File: src/rtl/instr_fetch_unit.sv
// Fetch stage: owns the PC, reads a 1-cycle sync imem, buffers words in a prefetch FIFO (IF_MISALIGN_CHECK_EN: misaligned-redirect fault).
// Latency: req cycle 0, rvalid cycle 1, instr_valid cycle 2; redirect to first valid output is 3 cycles.
// Backpressure: requests are credit-limited (buffered + in flight < FIFO_DEPTH); instr_ready low stalls fetch.
module instr_fetch_unit #(
  parameter logic [31:0] RESET_PC   = 32'h0000_0000,
  parameter int          FIFO_DEPTH = 4,
  parameter logic [31:0] NOP_INSTR  = 32'h0000_0013
) (
  input  logic        clk,
  input  logic        rst,
  output logic        imem_req,
  output logic [31:0] imem_addr,
  input  logic [31:0] imem_rdata,
  input  logic        imem_rvalid,
  input  logic        redirect_valid,
  input  logic [31:0] redirect_pc,
  output logic [31:0] instruction,
  output logic [31:0] instr_pc,
  output logic        instr_valid,
  input  logic        instr_ready,
  output logic        fetch_fault
);

  localparam int PW = $clog2(FIFO_DEPTH);
  localparam int CW = PW + 1;
  localparam logic [CW-1:0] DEPTH_C = CW'(FIFO_DEPTH);

  logic [31:0]   fetch_pc;
  logic [31:0]   inflight_pc;
  logic [31:0]   redirect_target;
  logic          inflight;
  logic          drop;
  logic          fault;
  logic [31:0]   fifo_instr [FIFO_DEPTH];
  logic [31:0]   fifo_pc    [FIFO_DEPTH];
  logic [PW-1:0] wr_ptr;
  logic [PW-1:0] rd_ptr;
  logic [CW-1:0] count;
  logic [CW-1:0] credit_used;
  logic          push;
  logic          pop;

`ifdef IF_MISALIGN_CHECK_EN
  assign redirect_target = redirect_pc;

  // Sticky until reset or an aligned redirect; halts request issue while set.
  always_ff @(posedge clk) begin
    if (rst)
      fault <= 1'b0;
    else if (redirect_valid)
      fault <= (redirect_pc[1:0] != 2'b00);
  end
`else
  assign redirect_target = redirect_pc & 32'hFFFF_FFFC;
  assign fault           = 1'b0;
`endif

  assign fetch_fault = fault;
  assign imem_addr   = fetch_pc;
  assign credit_used = count + CW'(inflight);
  assign imem_req    = !rst && !redirect_valid && !fault && (credit_used < DEPTH_C);

  assign push        = imem_rvalid && !drop;
  assign instr_valid = (count != '0) && !redirect_valid;
  assign pop         = instr_valid && instr_ready;
  assign instruction = instr_valid ? fifo_instr[rd_ptr] : NOP_INSTR;
  assign instr_pc    = instr_valid ? fifo_pc[rd_ptr]    : '0;

  always_ff @(posedge clk) begin
    if (rst) begin
      fetch_pc    <= RESET_PC;
      inflight_pc <= '0;
      inflight    <= 1'b0;
      // A response still owed by memory after reset must not reach the FIFO.
      drop        <= inflight && !imem_rvalid;
      wr_ptr      <= '0;
      rd_ptr      <= '0;
      count       <= '0;
    end else if (redirect_valid) begin
      fetch_pc <= redirect_target;
      inflight <= inflight && !imem_rvalid;
      drop     <= inflight && !imem_rvalid;
      wr_ptr   <= '0;
      rd_ptr   <= '0;
      count    <= '0;
    end else begin
      if (imem_req) begin
        fetch_pc    <= fetch_pc + 32'd4;
        inflight_pc <= fetch_pc;
      end
      inflight <= imem_req || (inflight && !imem_rvalid);
      if (imem_rvalid)
        drop <= 1'b0;
      if (push)
        wr_ptr <= wr_ptr + PW'(1);
      if (pop)
        rd_ptr <= rd_ptr + PW'(1);
      case ({push, pop})
        2'b10:   count <= count + CW'(1);
        2'b01:   count <= count - CW'(1);
        default: count <= count;
      endcase
    end
  end

  always_ff @(posedge clk) begin
    if (!rst && !redirect_valid && push) begin
      fifo_instr[wr_ptr] <= imem_rdata;
      fifo_pc[wr_ptr]    <= inflight_pc;
    end
  end

endmodule

File: config.mk
export PLATFORM = sky130hd
export DESIGN_NAME = instr_fetch_unit
export DESIGN_NICKNAME = d
export VERILOG_FILES = /design/src/rtl/instr_fetch_unit.sv
export SDC_FILE = /design/constraint.sdc
export NUM_CORES = 1
export LEC_CHECK = 0
export ABC_AREA = 1
export CAP_MARGIN = 10
export CORE_MARGIN = 1
export CORE_UTILIZATION = 47
export CTS_CLUSTER_DIAMETER = 40
export DETAILED_ROUTE_END_ITERATION = 6
export GPL_ROUTABILITY_DRIVEN = 0
export PLACE_DENSITY = 0.72
export RECOVER_POWER = 100
export REMOVE_ABC_BUFFERS = 1
export SYNTH_ARGS = -nofsm -noshare
export SYNTH_HDL_FRONTEND = slang
export SYNTH_SLANG_ARGS = --single-unit
File: constraint.sdc
create_clock -name clk -period 3.55 [get_ports clk]
set_input_delay 0.355 -clock clk [delete_from_list [all_inputs] [get_ports clk]]
set_output_delay 0.355 -clock clk [all_outputs]
set_load 0.01 [all_outputs]
==> impl_metrics.env <==
export IMPL_grt_use_total=0.219
export IMPL_cts_root_buffer_cell="sky130_fd_sc_hd__clkbuf_16"
export IMPL_clk_insertion_delay_late_ns=0.52
export IMPL_wire_length_of_the_first_global_routing_pass_mm=49.0
export IMPL_drt_first_iter_violations=568
export IMPL_yosysSeqAreaShare=0.667
export IMPL_grtUsageMet3=0.0460
export IMPL_worst_setup_path_type="flop to output port"
export IMPL_post_dp_hpwl_mm=18.3
export IMPL_fp_coreArea_sq_mm=0.0279
export IMPL_critPathCaptureType="output port"
export IMPL_num_antenna_cells=0
export IMPL_period_minus_slack_ns=3.16
export IMPL_max_freq_ghz=0.316
export IMPL_netlist_cell_type_count=35
export IMPL_die_width_um=170
export IMPL_cp_arrival_ns=2.81
export IMPL_post_synth_cell_area_avg_sq_um=10.2
export IMPL_final_fill_count=2281
export IMPL_slowest_stage="sky130_fd_sc_hd__dlygate4sd3_1"
export IMPL_yosys_register_bits=319
export IMPL_post_cts_buffers=0
export IMPL_drc_errors=0
export IMPL_post_layout_nonfiller_instances=1869
export IMPL_gr_usage_met1=0.284
export IMPL_violations="capacitance limit, slew limit"
export IMPL_cts_root_to_sink_buffers=3
export IMPL_skew_ns=0.00866
export IMPL_worst_slew_pin_slew_ns=1.72
export IMPL_final_max_slew_viol_count=63
export IMPL_postSynthCellCount=1304
export IMPL_p_per_area_mw_per_mm2=525
export IMPL_ios=168
export IMPL_worst_setup_hold_path_clk_slew_ns=0.06
export IMPL_drt_pre_antenna_iters=5
export IMPL_setup_viol=0
export IMPL_port_buffers=160
export IMPL_cts_made_buffers=41
export IMPL_fp_dieArea_sq_mm=0.0290
export IMPL_cell_type_group_with_the_largest_total_delay_on_the_critical_path="buffers and inverters"
export IMPL_final_period_utilization=0.891
export IMPL_clkSinkCount=319
export IMPL_setup_ws_ns=0.387
export IMPL_commonest_non_fill_non_tap_cell_in_the_layout="sky130_fd_sc_hd__nor2_1"
export IMPL_routed_wire_length_per_instance_um=16.7
export IMPL_hp_class="input pin to flop"
export IMPL_yosys_warnings=0
export IMPL_clock_tree_from_tritoncts="yes"
export IMPL_largest_stage_delay_worst_path_ns=0.66
export IMPL_path_cells="inv_1 -> nand3_1 -> nand2_2 -> clkbuf_4 -> a21oi_1 -> dlygate4sd3_1"
export IMPL_grt_most_used_layer="met2"
export IMPL_drv_cap=1
export IMPL_share_of_cells_above_drive_strength_1=0.0758
export IMPL_grt_pass1_vias=9264
export IMPL_die_h_um=170
export IMPL_fin_nets=1534
export IMPL_holdBufCountCts=0
export IMPL_gr_usage_met2=0.365
export IMPL_drtAntennaViolNets=0
export IMPL_critPathLaunchType="flop"
export IMPL_netlist_area_pre_place_sq_mm=0.0133
export IMPL_commonest_cells_after_routing_fill_and_taps_aside="sky130_fd_sc_hd__nor2_1, sky130_fd_sc_hd__edfxtp_1, sky130_fd_sc_hd__nand2_1, sky130_fd_sc_hd__o21ai_0, sky130_fd_sc_hd__dlygate4sd3_1"
export IMPL_worst_endpoint_required_ns=3.19
export IMPL_grt_overflow=0
export IMPL_area_growth_synth_to_final_pct=24.7
export IMPL_dr_total_vias=9687
export IMPL_cp_max_fo=31
export IMPL_place_inst=1793
export IMPL_worst_case_vdd_ir_drop_mv=0.364
export IMPL_rows=61
export IMPL_drt_wl_total_mm=31.2
export IMPL_outcome="complete, but fails checks"
export IMPL_grt_start_max_net_pins=101
export IMPL_max_slew_margin_rel=-0.144
export IMPL_worst_setup_slack_post_dpl_ns=0.744
export IMPL_antenna_found_initial=0
export IMPL_count_of_h_tree_levels_built_during_cts=2
export IMPL_finish_utilization=0.596
export IMPL_ctsResizeCount=0
export IMPL_critical_path_buf_inv_count=3
export IMPL_finalHoldViolCount=0
export IMPL_route_detailed_vias_per_inst=5.18
export IMPL_leakagePower_uw=0.00612
export IMPL_effective_utilization_at_floorplan=0.478
export IMPL_rsz0062_at_grt="false"
-- area by class of cell --
cell class,count,area (sq um),area share
Clock buffer,52,1120,0.0674
Clock inverter,24,265,0.0160
Inverter,70,264,0.0159
Multi-Input combinational cell,845,3840,0.231
Sequential cell,319,8880,0.535
Tap cell,378,473,0.0285
Timing Repair Buffer,181,1760,0.106
-- worst register-to-register path, delay by kind of cell (launching register included) --
kind / cells / cell delay (ns)
AO/OA/AOI/OAI: 2 / 0.48
buffers and inverters: 2 / 1.20
flip-flops: 1 / 0.37
AND/OR/NAND/NOR: 3 / 0.54
-- Yosys cell counts --
master                       n  area (sq um)
sky130_fd_sc_hd__o311ai_0    3          26.3
sky130_fd_sc_hd__nand2_4     1          11.3
sky130_fd_sc_hd__o21ba_2     2          20.0
sky130_fd_sc_hd__a21oi_1   117           586
sky130_fd_sc_hd__xor2_1      2          17.5
sky130_fd_sc_hd__nand3_1    53           265
sky130_fd_sc_hd__o21ai_0   145           726
sky130_fd_sc_hd__xnor2_1     4          35.0
sky130_fd_sc_hd__a211oi_1    1          7.51
sky130_fd_sc_hd__ha_1        6          75.1
sky130_fd_sc_hd__buf_1       4          15.0
sky130_fd_sc_hd__buf_6       3          33.8
sky130_fd_sc_hd__buf_2      17          85.1
sky130_fd_sc_hd__o21ai_1     9          45.0
sky130_fd_sc_hd__nand2_2     4          25.0
sky130_fd_sc_hd__nor2_1    293          1100
sky130_fd_sc_hd__nor2_4      4          45.0
sky130_fd_sc_hd__a31oi_1     3          18.8
sky130_fd_sc_hd__nand3_2     1          10.0
sky130_fd_sc_hd__edfxtp_1  249          7480
sky130_fd_sc_hd__buf_4       9          67.6
sky130_fd_sc_hd__nand2_1   170           638
sky130_fd_sc_hd__nand4_1     1          6.26
sky130_fd_sc_hd__clkbuf_1   41           154
sky130_fd_sc_hd__and2_1      3          18.8
sky130_fd_sc_hd__inv_2       5          18.8
sky130_fd_sc_hd__inv_1      65           244
sky130_fd_sc_hd__a22oi_1     1          7.51
sky130_fd_sc_hd__nor2_2     11          68.8
sky130_fd_sc_hd__or2_2       2          12.5
sky130_fd_sc_hd__o21bai_1    2          15.0
sky130_fd_sc_hd__nand3_4     1          17.5
sky130_fd_sc_hd__fa_1        1          20.0
sky130_fd_sc_hd__conb_1      1          3.75
sky130_fd_sc_hd__dfxtp_1    70          1400
-- metal layers --
layer  vias to the layer above  part of all wire
li1                       4749                 -
met1                      4575              0.44
met2                       307              0.47
met3                        56             0.067
met4                         0             0.024
met5                         -                 0
-- logic make-up after synthesis --
| kind of cell | synth area share |
|---|---|
| and+or+nand+nor | 0.167 |
| adders and majority gates | 0.00714 |
| DFF | 0.667 |
| buffers and inverters | 0.0464 |
| xor gates and xnor gates | 0.00395 |
| AOI/OAI and AO/OA | 0.109 |
| other | 0.000282 |
-- worst paths after layout --
kind | slack [ns] | end | startpoint | depth (start not counted)
max reg2reg | 0.86 | inflight_pc[28] | count[2] | 7
min | 0.42 | imem_addr[6] | redirect_pc[6] | 3
max | 0.39 | instr_pc[15] | count[0] | 6
min reg2reg | 0.48 | flop | rd_ptr[1] | 2
-- stage by stage --
| stage | area (sq um) | setup TNS, ns | total power, uW | hold WS [ns] |
|---|---|---|---|---|
| CTS | 16700 | 0 | 8810 | 0.407 |
| floorplan | 13000 | -180.41 | 4420 | 0.424 |
| global route | 16600 | 0 | 8990 | 0.427 |
| detailed placement | 15300 | 0 | 4700 | 0.447 |
| global placement | 15300 | 0 | 4690 | 0.445 |
| finish | 16600 | 0 | 8710 | 0.423 |
-- power by group --
group / total (uW) / internal [uW] / switching [uW]
sequential: 4170 / 4100 / 68.9
combinational: 434 / 183 / 251
clock: 4110 / 2560 / 1560
total: 8710 / 6840 / 1880
-- registers in the layout, indices dropped and copies added, names as in the netlist, named ones only --
register     count
count            3
drop             1
fifo_instr     128
fifo_pc        120
imem_addr       30
inflight         1
inflight_pc     30
rd_ptr           2
wr_ptr           2
(Power assumes the default switching activity.)
